**config.mk**
```make
export PLATFORM = sky130hd
export DESIGN_NAME = fmul32_round
export DESIGN_NICKNAME = d
export VERILOG_FILES = /design/src/rtl/fmul32_pkg.sv /design/src/rtl/fmul32_lzc.sv /design/src/rtl/fmul32_round.sv
export SDC_FILE = /design/constraint.sdc
export NUM_CORES = 1
export LEC_CHECK = 0
export CORE_UTILIZATION = 30
export DETAILED_ROUTE_END_ITERATION = 8
export SETUP_SLACK_MARGIN = 0.02
export SLEW_MARGIN = 20
export SYNTH_ARGS = -nofsm -noshare
export SYNTH_HDL_FRONTEND = slang
export SYNTH_SLANG_ARGS = --single-unit
```
**constraint.sdc**
```tcl
create_clock -name clk -period 5.6 [get_ports clk]
set_input_delay 0.84 -clock clk [delete_from_list [all_inputs] [get_ports clk]]
set_output_delay 0.84 -clock clk [all_outputs]
set_load 0.005 [all_outputs]
```
**src/rtl/fmul32_pkg.sv**
```systemverilog
// Shared constants and enumerations for the fmul32 round/pack stage.
package fmul32_pkg;

  localparam int unsigned MARK_NAN    = 0;
  localparam int unsigned MARK_ZERO   = 1;
  localparam int unsigned MARK_NORM   = 2;
  localparam int unsigned MARK_DENORM = 3;
  localparam int unsigned MARK_INF    = 4;

  localparam int unsigned BIAS = 127;
  localparam logic [31:0] QNAN = 32'h7FC0_0000;
  localparam logic [31:0] MAXF = 32'h7F7F_FFFF;

  typedef enum logic [1:0] {
    RM_RNE = 2'b00,
    RM_RTZ = 2'b01,
    RM_RUP = 2'b10,
    RM_RDN = 2'b11
  } rmode_e;

  typedef enum logic [1:0] {
    CLS_NUM,
    CLS_ZERO,
    CLS_INF,
    CLS_NAN
  } cls_e;

endpackage

```
**src/rtl/fmul32_lzc.sv**
```systemverilog
// 48-bit leading-zero counter; an all-zero input reports 48.
module fmul32_lzc (
  input  logic [47:0] i_data,
  output logic [5:0]  o_count
);

  always_comb begin
    o_count = 6'd48;
    for (int unsigned i = 0; i < 48; i++) begin
      if (i_data[i]) o_count = 6'(47 - i);
    end
  end

endmodule

```
**src/rtl/fmul32_round.sv**
```systemverilog
// Normalise (S1) and round/pack (S2) stage of a single-precision multiplier,
// with valid/ready handshakes on both sides.
module fmul32_round
  import fmul32_pkg::*;
#(
  parameter bit SUBNORM_EN = 1'b1
) (
  input  logic        clk,
  input  logic        rst_n,
  input  logic        in_valid,
  output logic        in_ready,
  input  logic        in_sign,
  input  logic [9:0]  in_exp,
  input  logic [47:0] in_prod,
  input  logic [4:0]  in_mark,
  input  logic [1:0]  in_rmode,
  output logic        out_valid,
  input  logic        out_ready,
  output logic [31:0] result,
  output logic [2:0]  flags
);

  localparam logic signed [10:0] EXP_OVF = 11'(2 * BIAS + 1);

  logic               w_s1_adv;
  logic               r1_valid, r1_sign, r1_tiny, r1_sticky;
  cls_e               r1_cls;
  rmode_e             r1_rmode;
  logic signed [10:0] r1_exp;
  logic [47:0]        r1_mant;
  logic               r2_valid;
  logic [31:0]        r2_result;
  logic [2:0]         r2_flags;

  assign w_s1_adv  = ~r2_valid | out_ready;
  assign in_ready  = ~r1_valid | w_s1_adv;
  assign out_valid = r2_valid;
  assign result    = r2_result;
  assign flags     = r2_flags;

  logic [5:0]         w_lz;
  logic [47:0]        w_norm, w_den, w_mask;
  logic signed [10:0] w_e, w_sh;
  logic [4:0]         w_shamt;
  logic               w_tiny;
  cls_e               w_cls;

  fmul32_lzc u_lzc (
    .i_data  (in_prod),
    .o_count (w_lz)
  );

  always_comb begin
    w_norm  = in_prod << w_lz;
    // leading one at bit 47 means one position above the nominal bit 46
    w_e     = $signed({in_exp[9], in_exp}) + 11'sd1 - $signed({5'd0, w_lz});
    w_tiny  = (w_e <= 11'sd0);
    w_sh    = 11'sd1 - w_e;
    w_shamt = (w_sh > 11'sd26) ? 5'd26 : w_sh[4:0];
    w_mask  = (48'd1 << w_shamt) - 48'd1;
    w_den   = w_norm >> w_shamt;
    if (in_mark[MARK_NAN])      w_cls = CLS_NAN;
    else if (in_mark[MARK_INF]) w_cls = CLS_INF;
    else if (in_mark[MARK_ZERO] ||
             ((in_mark[MARK_NORM] || in_mark[MARK_DENORM]) && in_prod == '0))
                                w_cls = CLS_ZERO;
    else                        w_cls = CLS_NUM;
  end

  always_ff @(posedge clk or negedge rst_n) begin
    if (!rst_n) begin
      r1_valid  <= 1'b0;
      r1_sign   <= 1'b0;
      r1_tiny   <= 1'b0;
      r1_sticky <= 1'b0;
      r1_cls    <= CLS_NUM;
      r1_rmode  <= RM_RNE;
      r1_exp    <= '0;
      r1_mant   <= '0;
    end else if (in_ready) begin
      r1_valid <= in_valid;
      if (in_valid) begin
        r1_sign   <= in_sign;
        r1_cls    <= w_cls;
        r1_rmode  <= rmode_e'(in_rmode);
        r1_tiny   <= w_tiny;
        r1_exp    <= w_tiny ? '0 : w_e;
        r1_mant   <= w_tiny ? w_den : w_norm;
        r1_sticky <= w_tiny & (|(w_norm & w_mask));
      end
    end
  end

  logic               w_guard, w_stk, w_inexact, w_inc, w_ovf, w_use_inf;
  logic [24:0]        w_sum;
  logic signed [10:0] w_eo;
  logic [22:0]        w_frac;
  logic [31:0]        w_res;
  logic [2:0]         w_flg;

  always_comb begin
    w_guard   = r1_mant[23];
    w_stk     = (|r1_mant[22:0]) | r1_sticky;
    w_inexact = w_guard | w_stk;
    case (r1_rmode)
      RM_RNE:  w_inc = w_guard & (w_stk | r1_mant[24]);
      RM_RTZ:  w_inc = 1'b0;
      RM_RUP:  w_inc = ~r1_sign & w_inexact;
      default: w_inc = r1_sign & w_inexact;
    endcase
    w_sum = {1'b0, r1_mant[47:24]} + {24'd0, w_inc};
    // a subnormal that rounds up into bit 23 becomes the minimum normal
    if (r1_tiny) begin
      w_eo   = w_sum[23] ? 11'sd1 : 11'sd0;
      w_frac = w_sum[22:0];
    end else if (w_sum[24]) begin
      w_eo   = r1_exp + 11'sd1;
      w_frac = w_sum[23:1];
    end else begin
      w_eo   = r1_exp;
      w_frac = w_sum[22:0];
    end
    w_ovf = ~r1_tiny & (w_eo >= EXP_OVF);
    case (r1_rmode)
      RM_RNE:  w_use_inf = 1'b1;
      RM_RTZ:  w_use_inf = 1'b0;
      RM_RUP:  w_use_inf = ~r1_sign;
      default: w_use_inf = r1_sign;
    endcase
    w_res = {r1_sign, w_eo[7:0], w_frac};
    w_flg = {1'b0, r1_tiny & w_inexact, w_inexact};
    if (w_ovf) begin
      w_res = {r1_sign, w_use_inf ? 31'h7F80_0000 : MAXF[30:0]};
      w_flg = 3'b101;
    end
    if (r1_tiny && !SUBNORM_EN) begin
      w_res = {r1_sign, 31'd0};
      w_flg = 3'b011;
    end
    case (r1_cls)
      CLS_NAN:  begin w_res = QNAN;                      w_flg = '0; end
      CLS_INF:  begin w_res = {r1_sign, 8'hFF, 23'd0};   w_flg = '0; end
      CLS_ZERO: begin w_res = {r1_sign, 31'd0};          w_flg = '0; end
      default:  ;
    endcase
  end

  always_ff @(posedge clk or negedge rst_n) begin
    if (!rst_n) begin
      r2_valid  <= 1'b0;
      r2_result <= '0;
      r2_flags  <= '0;
    end else if (w_s1_adv) begin
      r2_valid <= r1_valid;
      if (r1_valid) begin
        r2_result <= w_res;
        r2_flags  <= w_flg;
      end
    end
  end

endmodule

```
==> impl_metrics.ini <==
[timing]
slew_violations = 0
finalWorstSetupSlack_ns = -0.6683
worst_hold_slack_ns = 0.4746
fmax_mhz = 159.5
rsz0062_at_grt = yes
finalHoldViolations = 0
period_needed_ns = 6.268
period_share_pct = 111.9
slew_headroom_pct = 26.27
worst_clock_skew_ns = 0.01928
setup_viol = 48
tightestPinTransition_ns = 1.102

[place]
place_ws_ns = -1.454
gp_congestion = 1.049
port_buffers = 106
dp_hpwl_um = 69230
place_inst = 3265

[outcome]
status = complete, but fails checks
violations = setup timing

[logic_synthesis]
ys_warn_count = 0
syn-num-nets = 2107
yosysUniqueCellTypes = 107
synth_flop_cell = dfrtp_1
synth_seq_cells = 103
synth-seq-area-share_pct = 17.83
synthArstFlopShare_pct = 100.0
syn-cell-area_um2 = 14460
synthCells = 2014
avgSynthCellArea_um2 = 7.179
synth_edf_count = 0

[cts]
cts_buffer_depth = 2
cts_root_buf = clkbuf_16
htree_levels = 3
cts.sinks = 103
worstSkewPairLatency_ns = 0.38
numCtsBuffers = 9
tritoncts = built
path_clk_slew_ns = 0.07

[cells_and_area]
layout.cells.non_filler = 3386
syn_to_final_growth_pct = 65.33
layout.nets = 2859
drive_above_1_share_pct = 41.59

[pwr]
p_leak_nw = 10.05
power.density_nw_per_um2 = 268.8
peakVddDrop_mv = 0.1602

[floorplanning]
dieArea_um2 = 49080
chipWidth_um = 221.5
core_um2 = 47650
initial_utilization_pct = 30.35
io_pins = 107
rows = 80
fp.dieH_um = 221.5

[setup_path]
path_max_fanout = 7
cp_slowest_cell = or4_4
end_kind = flip-flop
cp.arrival_ns = 6.46
slowest_delay_ns = 0.45
critical_path_class = in2reg
crit_path_start_kind = primary input
critPathRequiredTime_ns = 5.79

[detailed_routing]
wl_per_cell_um = 26.18
drt_iter0_drc = 2168
drtPass1Iterations = 6
drc = 0
ant_nets = 0
detail_route.wirelength_um = 88650
via_count = 20760
drt-vias-per-instance = 6.131

[global_route]
track_usage_pct = 34.90
gr-total-overflow = 0
grt_max_degree = 67
grt_pass1_vias = 20160
grt_pass1_wl_um = 129900
grt_antenna_before_repair = 2

[flow_run]
drv_cap = 0

[hold_path]
hold_path_class = reg2reg
==> report_power, final <==
part | internal (mW) | leakage, nW | switching, mW
clock | 0.316 | 0.136 | 0.312
sequential | 0.921 | 1.27 | 0.171
combinational | 2.11 | 8.64 | 2.60
total | 3.34 | 10.1 | 3.08
==> path summary, 6_finish.rpt <==
| kind | start | end | slack, ns | depth (start not counted) |
|---|---|---|---|---|
| setup / recovery | in_prod[32] | r1_mant[23]$_DFFE_PN0P_ | -0.67 | 28 |
| hold / removal | result[23]$_DFFE_PN0P_ | result[23]$_DFFE_PN0P_ | 0.47 | 2 |
| setup reg to reg | r1_mant[2]$_DFFE_PN0P_ | result[20]$_DFFE_PN0P_ | 0.33 | 25 |
| hold reg to reg | result[23]$_DFFE_PN0P_ | result[23]$_DFFE_PN0P_ | 0.47 | 2 |
| max in group asynchronous | rst_n | r1_mant[41]$_DFFE_PN0P_ | 3.96 | 2 |
| min in group asynchronous | rst_n | result[26]$_DFFE_PN0P_ | 0.53 | 1 |
==> cells in the final DEF (no fill, tap or decap), drive strengths merged, types with 29 or more instances in the layout <==
cell	synthesis	final
buf	63	798
nand2	242	242
nor2	239	239
a21oi	152	152
o21ai	150	151
mux2i	118	118
dfrtp	103	103
nand3	89	89
nor3	60	60
clkdlybuf4s50	0	58
o211ai	52	52
a22oi	52	52
o22ai	51	51
a211oi	46	46
inv	37	40
a221oi	30	30
o31ai	29	29
nor4	29	29
==> layout make-up <==
cell class                      instances  area, um^2
Sequential cell                       103        2577
Clock inverter                          5       38.79
Timing Repair Buffer                  890        7433
Tap cell                              615       769.5
Antenna cell                            1       2.502
Fill cell                            4727       23740
Multi-Input combinational cell       1723       12690
Inverter                               39       150.1
Clock buffer                           10       239.0
==> critical path, delay by kind of cell <==
family | cells | cell delay (ns)
fa+ha+maj | 3 | 0.80
simple gates | 3 | 0.83
xor+xnor | 1 | 0.14
compound gates | 10 | 1.93
buf+inv | 9 | 1.34
mux | 2 | 0.56
==> Yosys cell counts, types with 28 or more instances <==
master    count  area (um^2)
a211oi_1     41        307.8
a21oi_1     143        715.7
a22oi_1      49        367.9
buf_2        38        190.2
clkbuf_1     86        322.8
dfrtp_1     103         2577
inv_1        32        120.1
mux2i_1     102         1021
nand2_1     240        900.9
nand3_1      89        445.4
nor2_1      234        878.3
nor3_1       58        290.3
o211ai_1     51        382.9
o21ai_0     123        615.6
o22ai_1      51        319.1
o31ai_1      28        210.2
==> layer usage <==
metal  GRT usage [%]  routed length, um  vias up
met4           23.68               6626        2
met1           43.21              35400    10050
met3           4.506               6587      314
met2           56.67              40020     1133
li1                -                  -     9264
met5               0                 15        -
==> flip-flops by register name (all words and copies together) (netlist names) <==
name,flops
out_valid,1
r1_rmode,2
r1_sticky,1
r1_sign,1
r1_valid,1
result,32
r1_tiny,1
flags,3
r1_cls,2
r1_exp,11
r1_mant,48
==> per-stage QoR <==
step           utilization, %  setup TNS (ns)  cell area [um^2]  total power [mW]
2_1_floorplan               -          -21.24             14940             2.873
4_1_cts                 48.54          -14.71             23130             6.046
3_3_place_gp            44.43          -56.79             21170             5.002
6_report                50.17          -22.77             23910             6.426
3_5_place_dp            44.46          -57.49             21190             4.997
5_1_grt                 50.17          -34.26             23910             6.673
==> cells by family after synthesis <==
kind of cell	after synthesis	synth area share, %
compound gates	769	37.79
simple gates	761	24.09
buf+inv	189	5.971
mux	128	9.744
flops	103	17.83
xor+xnor	41	2.535
fa+ha+maj	23	2.042
==> repair_timing <==
item	in CTS	in global routing
pin swaps	113	62
endpoints found under the setup margin	49	49
buffers inserted	72	38
resized for setup	358	113
hold buffers	0	0
cloned	3	0
(Power assumes the default switching activity.)
